### src/rtl/alu_mul_sequencer_pkg.sv
// alu_mul_sequencer_pkg: shared Alu op codes, flag bit positions and sequencer state encoding.
package alu_mul_sequencer_pkg;

    localparam logic [6:0] ALU_OP_NOP = 7'b0000000;
    localparam logic [6:0] ALU_OP_ADD = 7'b0000001;
    localparam logic [6:0] ALU_OP_SUB = 7'b0000010;
    localparam logic [6:0] ALU_OP_AND = 7'b0000100;
    localparam logic [6:0] ALU_OP_OR  = 7'b0001000;
    localparam logic [6:0] ALU_OP_XOR = 7'b0010000;
    localparam logic [6:0] ALU_OP_SHL = 7'b0100000;
    localparam logic [6:0] ALU_OP_SHR = 7'b1000000;

    localparam int FLAG_CARRY = 0;
    localparam int FLAG_ZERO  = 1;

    typedef enum logic [1:0] {
        ST_IDLE  = 2'd0,
        ST_ADD   = 2'd1,
        ST_SHIFT = 2'd2,
        ST_DONE  = 2'd3
    } seq_state_e;

endpackage

### src/rtl/alu_mul_sequencer.sv
// alu_mul_sequencer: 8x8 -> 16-bit shift-add multiplier that borrows the shared Alu for each add.
module alu_mul_sequencer
    import alu_mul_sequencer_pkg::*;
#(
    parameter bit SKIP_ZERO = 1'b0
) (
    input  logic        clk,
    input  logic        rst_n,
    input  logic        start,
    input  logic [7:0]  mcand,
    input  logic [7:0]  mplier,
    output logic        busy,
    output logic        done,
    output logic [15:0] product,
    output logic        pzero,
    output logic [7:0]  alu_a,
    output logic [7:0]  alu_b,
    output logic [7:0]  alu_fi,
    output logic [6:0]  alu_op,
    input  logic [7:0]  alu_d,
    input  logic [7:0]  alu_fo
);

    seq_state_e  state_q, state_d;
    logic [7:0]  hi_q, hi_d;
    logic [7:0]  lo_q, lo_d;
    logic [7:0]  mc_q, mc_d;
    logic        c_q, c_d;
    logic [2:0]  cnt_q, cnt_d;
    logic [15:0] product_q, product_d;
    logic        pzero_q, pzero_d;
    logic        done_q, done_d;
    logic        unused_fo;

    assign unused_fo = ^alu_fo[7:1];

    always_ff @(posedge clk or negedge rst_n) begin
        if (!rst_n) begin
            state_q   <= ST_IDLE;
            hi_q      <= '0;
            lo_q      <= '0;
            mc_q      <= '0;
            c_q       <= 1'b0;
            cnt_q     <= '0;
            product_q <= '0;
            pzero_q   <= 1'b1;
            done_q    <= 1'b0;
        end else begin
            state_q   <= state_d;
            hi_q      <= hi_d;
            lo_q      <= lo_d;
            mc_q      <= mc_d;
            c_q       <= c_d;
            cnt_q     <= cnt_d;
            product_q <= product_d;
            pzero_q   <= pzero_d;
            done_q    <= done_d;
        end
    end

    // With SKIP_ZERO the ADD cycle is bypassed whenever the next multiplier bit is 0.
    always_comb begin
        state_d = state_q;
        case (state_q)
            ST_IDLE:  if (start) state_d = (SKIP_ZERO && !mplier[0]) ? ST_SHIFT : ST_ADD;
            ST_ADD:   state_d = ST_SHIFT;
            ST_SHIFT: state_d = (cnt_q == 3'd7) ? ST_DONE :
                                (SKIP_ZERO && !lo_q[1]) ? ST_SHIFT : ST_ADD;
            default:  state_d = ST_IDLE;
        endcase
    end

    // {c,hi,lo} forms the 17-bit running product; the Alu carry lands in c before the shift.
    always_comb begin
        hi_d      = hi_q;
        lo_d      = lo_q;
        mc_d      = mc_q;
        c_d       = c_q;
        cnt_d     = cnt_q;
        product_d = product_q;
        pzero_d   = pzero_q;
        done_d    = 1'b0;
        case (state_q)
            ST_IDLE: begin
                if (start) begin
                    hi_d  = '0;
                    lo_d  = mplier;
                    mc_d  = mcand;
                    c_d   = 1'b0;
                    cnt_d = '0;
                end
            end
            ST_ADD: begin
                hi_d = alu_d;
                c_d  = alu_fo[FLAG_CARRY];
            end
            ST_SHIFT: begin
                hi_d  = {c_q, hi_q[7:1]};
                lo_d  = {hi_q[0], lo_q[7:1]};
                c_d   = 1'b0;
                cnt_d = cnt_q + 3'd1;
            end
            default: begin
                product_d = {hi_q, lo_q};
                pzero_d   = ~|{hi_q, lo_q};
                done_d    = 1'b1;
            end
        endcase
    end

    always_comb begin
        alu_op = (state_q == ST_ADD) ? ALU_OP_ADD : ALU_OP_NOP;
        alu_a  = (state_q == ST_ADD) ? hi_q : 8'h00;
        alu_b  = (state_q == ST_ADD && lo_q[0]) ? mc_q : 8'h00;
        alu_fi = 8'h00;
        busy   = (state_q != ST_IDLE);
    end

    assign done    = done_q;
    assign product = product_q;
    assign pzero   = pzero_q;

endmodule

### config.mk
export PLATFORM = sky130hd
export DESIGN_NAME = alu_mul_sequencer
export DESIGN_NICKNAME = d
export VERILOG_FILES = /design/src/rtl/alu_mul_sequencer_pkg.sv /design/src/rtl/alu_mul_sequencer.sv
export SDC_FILE = /design/constraint.sdc
export NUM_CORES = 1
export LEC_CHECK = 0
export CAP_MARGIN = 20
export CELL_PAD_IN_SITES_DETAIL_PLACEMENT = 1
export CELL_PAD_IN_SITES_GLOBAL_PLACEMENT = 2
export CORE_UTILIZATION = 31
export CTS_BUF_LIST = sky130_fd_sc_hd__clkbuf_8
export DETAILED_ROUTE_END_ITERATION = 8
export GPL_TIMING_DRIVEN = 0
export PLACE_DENSITY = 0.87
export SLEW_MARGIN = 20
export SYNTH_ARGS = -nofsm -noshare
export SYNTH_HDL_FRONTEND = slang
export SYNTH_SLANG_ARGS = --single-unit
### constraint.sdc
create_clock -name clk -period 2.71 [get_ports clk]
set_input_delay 0.6775 -clock clk [delete_from_list [all_inputs] [get_ports clk]]
set_output_delay 0.6775 -clock clk [all_outputs]
set_load 0.02 [all_outputs]
# Word level (Yosys, flattened, before mapping)
# Cells that the tools add are included.
[word_totals]
regBits = 48
output_inout_bits = 50
word_cells = 40
[op_classes]
n_eq_ne = 4
add_sub_neg = 1
n_reduce_logical = 11
n_mux = 15
[op_table]
columns = ["op", "n"]
rows = [
  ["8-bit 2-to-1 mux", 4],
  ["8-bit one-hot mux with 3 select lines", 1],
  ["8-bit one-hot mux with 2 select lines", 1],
  ["16-bit OR reduction", 1],
  ["2-bit one-hot mux with 3 select lines", 1],
  ["3-bit one-hot mux with 2 select lines", 1],
  ["2-bit AND reduction", 3],
  ["2-bit 2-to-1 mux", 2],
  ["2-bit nonzero test", 2],
  ["3-bit by 1-bit adder with 3-bit output (second input constant)", 1],
  ["3-bit == test (second input constant)", 1],
  ["1-bit 2-to-1 mux", 3],
  ["3-bit 2-to-1 mux", 1],
  ["1-bit one-hot mux with 3 select lines", 1],
  ["3-bit nonzero test", 1],
  ["3-bit OR reduction", 1],
  ["2-bit by 1-bit == test with 1-bit output (second input constant)", 1],
  ["2-bit == test (second input constant)", 1],
  ["2-bit logical NOT", 1],
  ["2-bit != test (second input constant)", 1],
  ["1-bit logical AND", 1],
  ["1-bit logical NOT", 1],
]

# Depth between registers and ports, before layout
[depth]
ltp_word = 3
depth_mapped = 8

# Least setup slack after synthesis
# No wires, ideal clock.
[synth_path]
path_kind = "register -> output"
start = "register state_q[1]"
end = "output port alu_a[0]"
path_stages_with_launch = 6
n_path_buf = 2
required_ns = 2.033
arrival_time_ns = 1.278
setup_slack_ns = 0.755
cell_sequence = "dfrtp_1 inv_1 ha_1 buf_2 clkbuf_1 and2_1"
[synth_between]
elab_chain_cells = 2
[synth_rtl]
columns = ["element", "line_no", "source"]
rows = [
  ["start, declared", "alu_mul_sequencer.sv:24", "seq_state_e state_q, state_d;"],
  ["start signal, assigned", "alu_mul_sequencer.sv:49", "state_q <= state_d;"],
  ["2-bit by 1-bit == test with 1-bit output", "alu_mul_sequencer.sv:113", "alu_a = (state_q == ST_ADD) ? hi_q : 8'h00;"],
  ["8-bit 2-to-1 mux", "alu_mul_sequencer.sv:113", ""],
  ["end, declared", "alu_mul_sequencer.sv:16", "output logic [7:0] alu_a,"],
]
# No other way between the ends.

# Worst setup path after layout
[layout_path]
start = "register lo_q[0]"
end = "output port alu_b[1]"
[layout_between]
elab_chain_cells = 2
[layout_rtl]
columns = ["element", "line_no", "source"]
rows = [
  ["start, declared", "alu_mul_sequencer.sv:26", "logic [7:0] lo_q, lo_d;"],
  ["start signal, assigned", "alu_mul_sequencer.sv:51", "lo_q <= lo_d;"],
  ["1-bit logical AND", "alu_mul_sequencer.sv:114", "alu_b = (state_q == ST_ADD && lo_q[0]) ? mc_q : 8'h00;"],
  ["8-bit 2-to-1 mux", "alu_mul_sequencer.sv:114", ""],
  ["end, declared", "alu_mul_sequencer.sv:17", "output logic [7:0] alu_b,"],
]
# No other way between the ends.

==> results by group <==
Status
  • Outcome: finished clean

Pwr
  • Tot Pwr: 3.50 mW
  • Static Leakage: 1.65 nW
  • Pwr Density: a little over 1000 nW/um^2
  • Net Sw Frac: 0.398
  • Worst VDD drop: 412 uV
  • Logic pwr share: 0.505
  • Reg power frac: 0.365
  • Int Pwr: 2.11 mW
  • NetSw: 1.40 mW
  • Clock share of power: 0.130

Yosys
  • Synth Flop Type: dfrtp_1
  • Syn Std Cell Area: 2460 um^2
  • Xor-xnor portion of the synthesized cell area: 0
  • EDFF count, synth: 0
  • Synth Area in Compound Gates: 0.125
  • Largest family of logic cells by synthesized area: simple AND/OR/NAND/NOR gates
  • Syn_area_per_cell: 11.6 um^2
  • Synth Area in Simple Gates: 0.131
  • Post-Synth Adder-Cell Area: 0.0458
  • Synth warn: 0
  • Yosys top cell area share: 0.479
  • Seq cells post-synth: 48
  • Post-synth ARST share: 1.00
  • Mux share of post-synthesis cell area: 0.119
  • Sequential cell area fraction in the yosys report: 0.490
  • Cells after Synth: between 200 and 250
  • Largest cells by area after synthesis: dfrtp_1 (48%), mux2_2 (12%), buf_4 (4.9%)
  • Post-synthesis cell type count: 33
  • Top cell type by total area after synthesis: dfrtp_1

Layout
  • Fillers: 859
  • Layout cells sized above 1: 0.223
  • Final core utilization: 0.441
  • Multi-input gate area: 1100 um^2
  • Area grow syn2layout: 38.2%
  • Layout Nets: 339
  • Antenna cells: 0
  • Most common cell after layout, fill and taps aside: clkdlybuf4s50_1
  • Most frequent cells in the layout: clkdlybuf4s50_1 (54), dfrtp_1 (47), mux2_2 (26)
  • FF/Latch Area: 1200 um^2

Worst setup path
  • Worst path arrival time: about 1.9 ns
  • R2R Setup Slk: between 0.7 and 0.8 ns
  • Setup CP Type: flop to output pin
  • Critical-path cell list: clkbuf_1, and3_1, clkdlybuf4s50_1
  • Crit-path max FO: 10
  • Startpoint types: flop
  • Top Family by Delay on Critical Path: buffers and inverters
  • Delay of the slowest critical-path stage: 0.60 ns
  • Setup crit end kind: output pin
  • Crit path buf inv count: 2
  • Critical path required time: 2.03 ns
  • Slowest stage cell, crit path: clkdlybuf4s50_1

Die
  • Core box area: roughly 7700 um^2
  • Row cnt: 32
  • Die Ht: ~90 um
  • Num ports: 85
  • Horiz. Die Dim: 91.0 um
  • Total die area: 8280 um^2
  • Starting density of the core: 0.319

STA
  • Final worst clock skew: approximately 0.0092 ns
  • Final worst path period need: 2.58 ns
  • Final worst setup slack: 0.133 ns
  • Min Hold Slack: 0.305 ns
  • Fmax: approximately 390 MHz
  • Final Hold Viols: 0
  • Unrepaired setup endpoints after global routing: no
  • Setup_tns: 0 ns
  • Fin crit share: 0.951
  • Max-slew violations: 0
  • Final setup fails: 0

CTS
  • CTS Buf Count: 5
  • CTS H-tree depth: 2
  • Clk pin slew, worst setup/hold paths: around 0.1 ns
  • Clock Latency Late Sink: about 0.31 ns
  • Setup Buffers After CTS: 0
  • Clk sinks: between 40 and 50
  • CTS tree: built
  • CTS max path bufs: 2
  • Root buf cell: clkbuf_8

Placement
  • Place WS: -0.0492 ns
  • Placer congestion estimate: 0.741
  • Detailed Place HPWL: 4390 um
  • Port Buf Inserts: 63

Global route
  • Remaining Overflow, GRT: 0
  • Global-route wire length before repair: 10500 um
  • GRT Total Usage: 0.158
  • Pin count of the biggest net entering global routing: 32
  • Initial antenna violation count: 0
  • Vias in the first global route: 2105

Detailed routing
  • WL final: between 6000 and 7000 um
  • WL per Instance: 15.4 um
  • First-pass detailed-route iteration total: 4
  • DR DRC count: 0
  • DRT antenna net count: 0
  • Via Count: approximately 2000
  • Vias per inst: ~5
  • Drt initial violations: 114

Hold path
  • Min-Delay Path Class: primary input to async pin

Job
  • Max Cap Viol: 0
-- worst register-to-register path, cell delays in order (launching register included) --
cell and delay (ns):
dfrtp_1 0.50, inv_1 0.16, ha_1 0.24, buf_6 0.14, and2b_1 0.16, buf_6 0.14, o21bai_1 0.19, mux2_2 0.28
-- final cells by class --
cell class,count,share of cell area
inverters,3,0.00332
repair buffers,64,0.193
clock buffers,6,0.0243
multi-input cells,144,0.324
plain buffers,29,0.0601
well taps,102,0.0376
flip-flops and latches,48,0.354
clock inverters,2,0.00369
-- cells in the mapped netlist, drive strengths merged (8+ instances only) --
master / number
a21oi: 8
a221o: 8
a22o: 10
a22oi: 8
and2: 8
and3: 8
buf: 28
dfrtp: 47
ha: 9
mux2: 26
nand2b: 9
nand3: 8
nor3: 8
-- sequential cells by signal, summed over array words and instances (netlist names) --
signal	flops
product	16
lo_q	8
hi_q	8
done	1
cnt_q	3
state_q	2
c_q	1
mc_q	8
pzero	1
-- path summary, 6_finish.rpt --
| kind | cells after the start | endpoint | startpoint |
|---|---|---|---|
| min in group clk | 2 | pzero | pzero |
| min reg2reg | 2 | pzero | pzero |
| max reg2reg | 7 | cnt_q[0] | state_q[0] |
| max | 3 | alu_b[1] | lo_q[0] |
| min | 1 | mc_q[0] | rst_n |
| max in group asynchronous | 2 | pzero | rst_n |
-- kinds of logic (layout without fill, tap and decap cells) --
group	Yosys count	after routing
DFF	48	48
and+or+nand+nor	55	55
buffers and inverters	33	104
other	1	14
adders and majority gates	9	9
muxes	26	26
AOI/OAI and AO/OA	40	40
-- power by group through the flow --
stage               logic [mW]  registers [mW]  clock network (mW)
global placement          1.72            1.28                   0
global route              1.95            1.33               0.483
CTS                       1.79            1.28               0.465
finish                    1.77            1.28               0.454
floorplan                 1.04            1.34                   0
detailed placement        1.78            1.29                   0
-- metrics by stage --
| stage | cells | cell area (um^2) |
|---|---|---|
| after floorplan | 225 | 2500 |
| after global placement | 390 | 3260 |
| after detailed placement | 391 | 3280 |
| after CTS | 398 | 3370 |
| after global routing | 398 | 3390 |
| final | 398 | 3390 |
-- routing by layer --
layer	track usage	share of wire
met4	0.0410	0.015
met1	0.209	0.46
met2	0.266	0.48
met3	0.0293	0.044
met5	0	0
-- repair_timing --
action,4_1_cts,5_1_grt
hold buffers,0,0
setup endpoints to repair,16,13
gates resized for setup,5,6
Power figures use the tool's default switching activity.
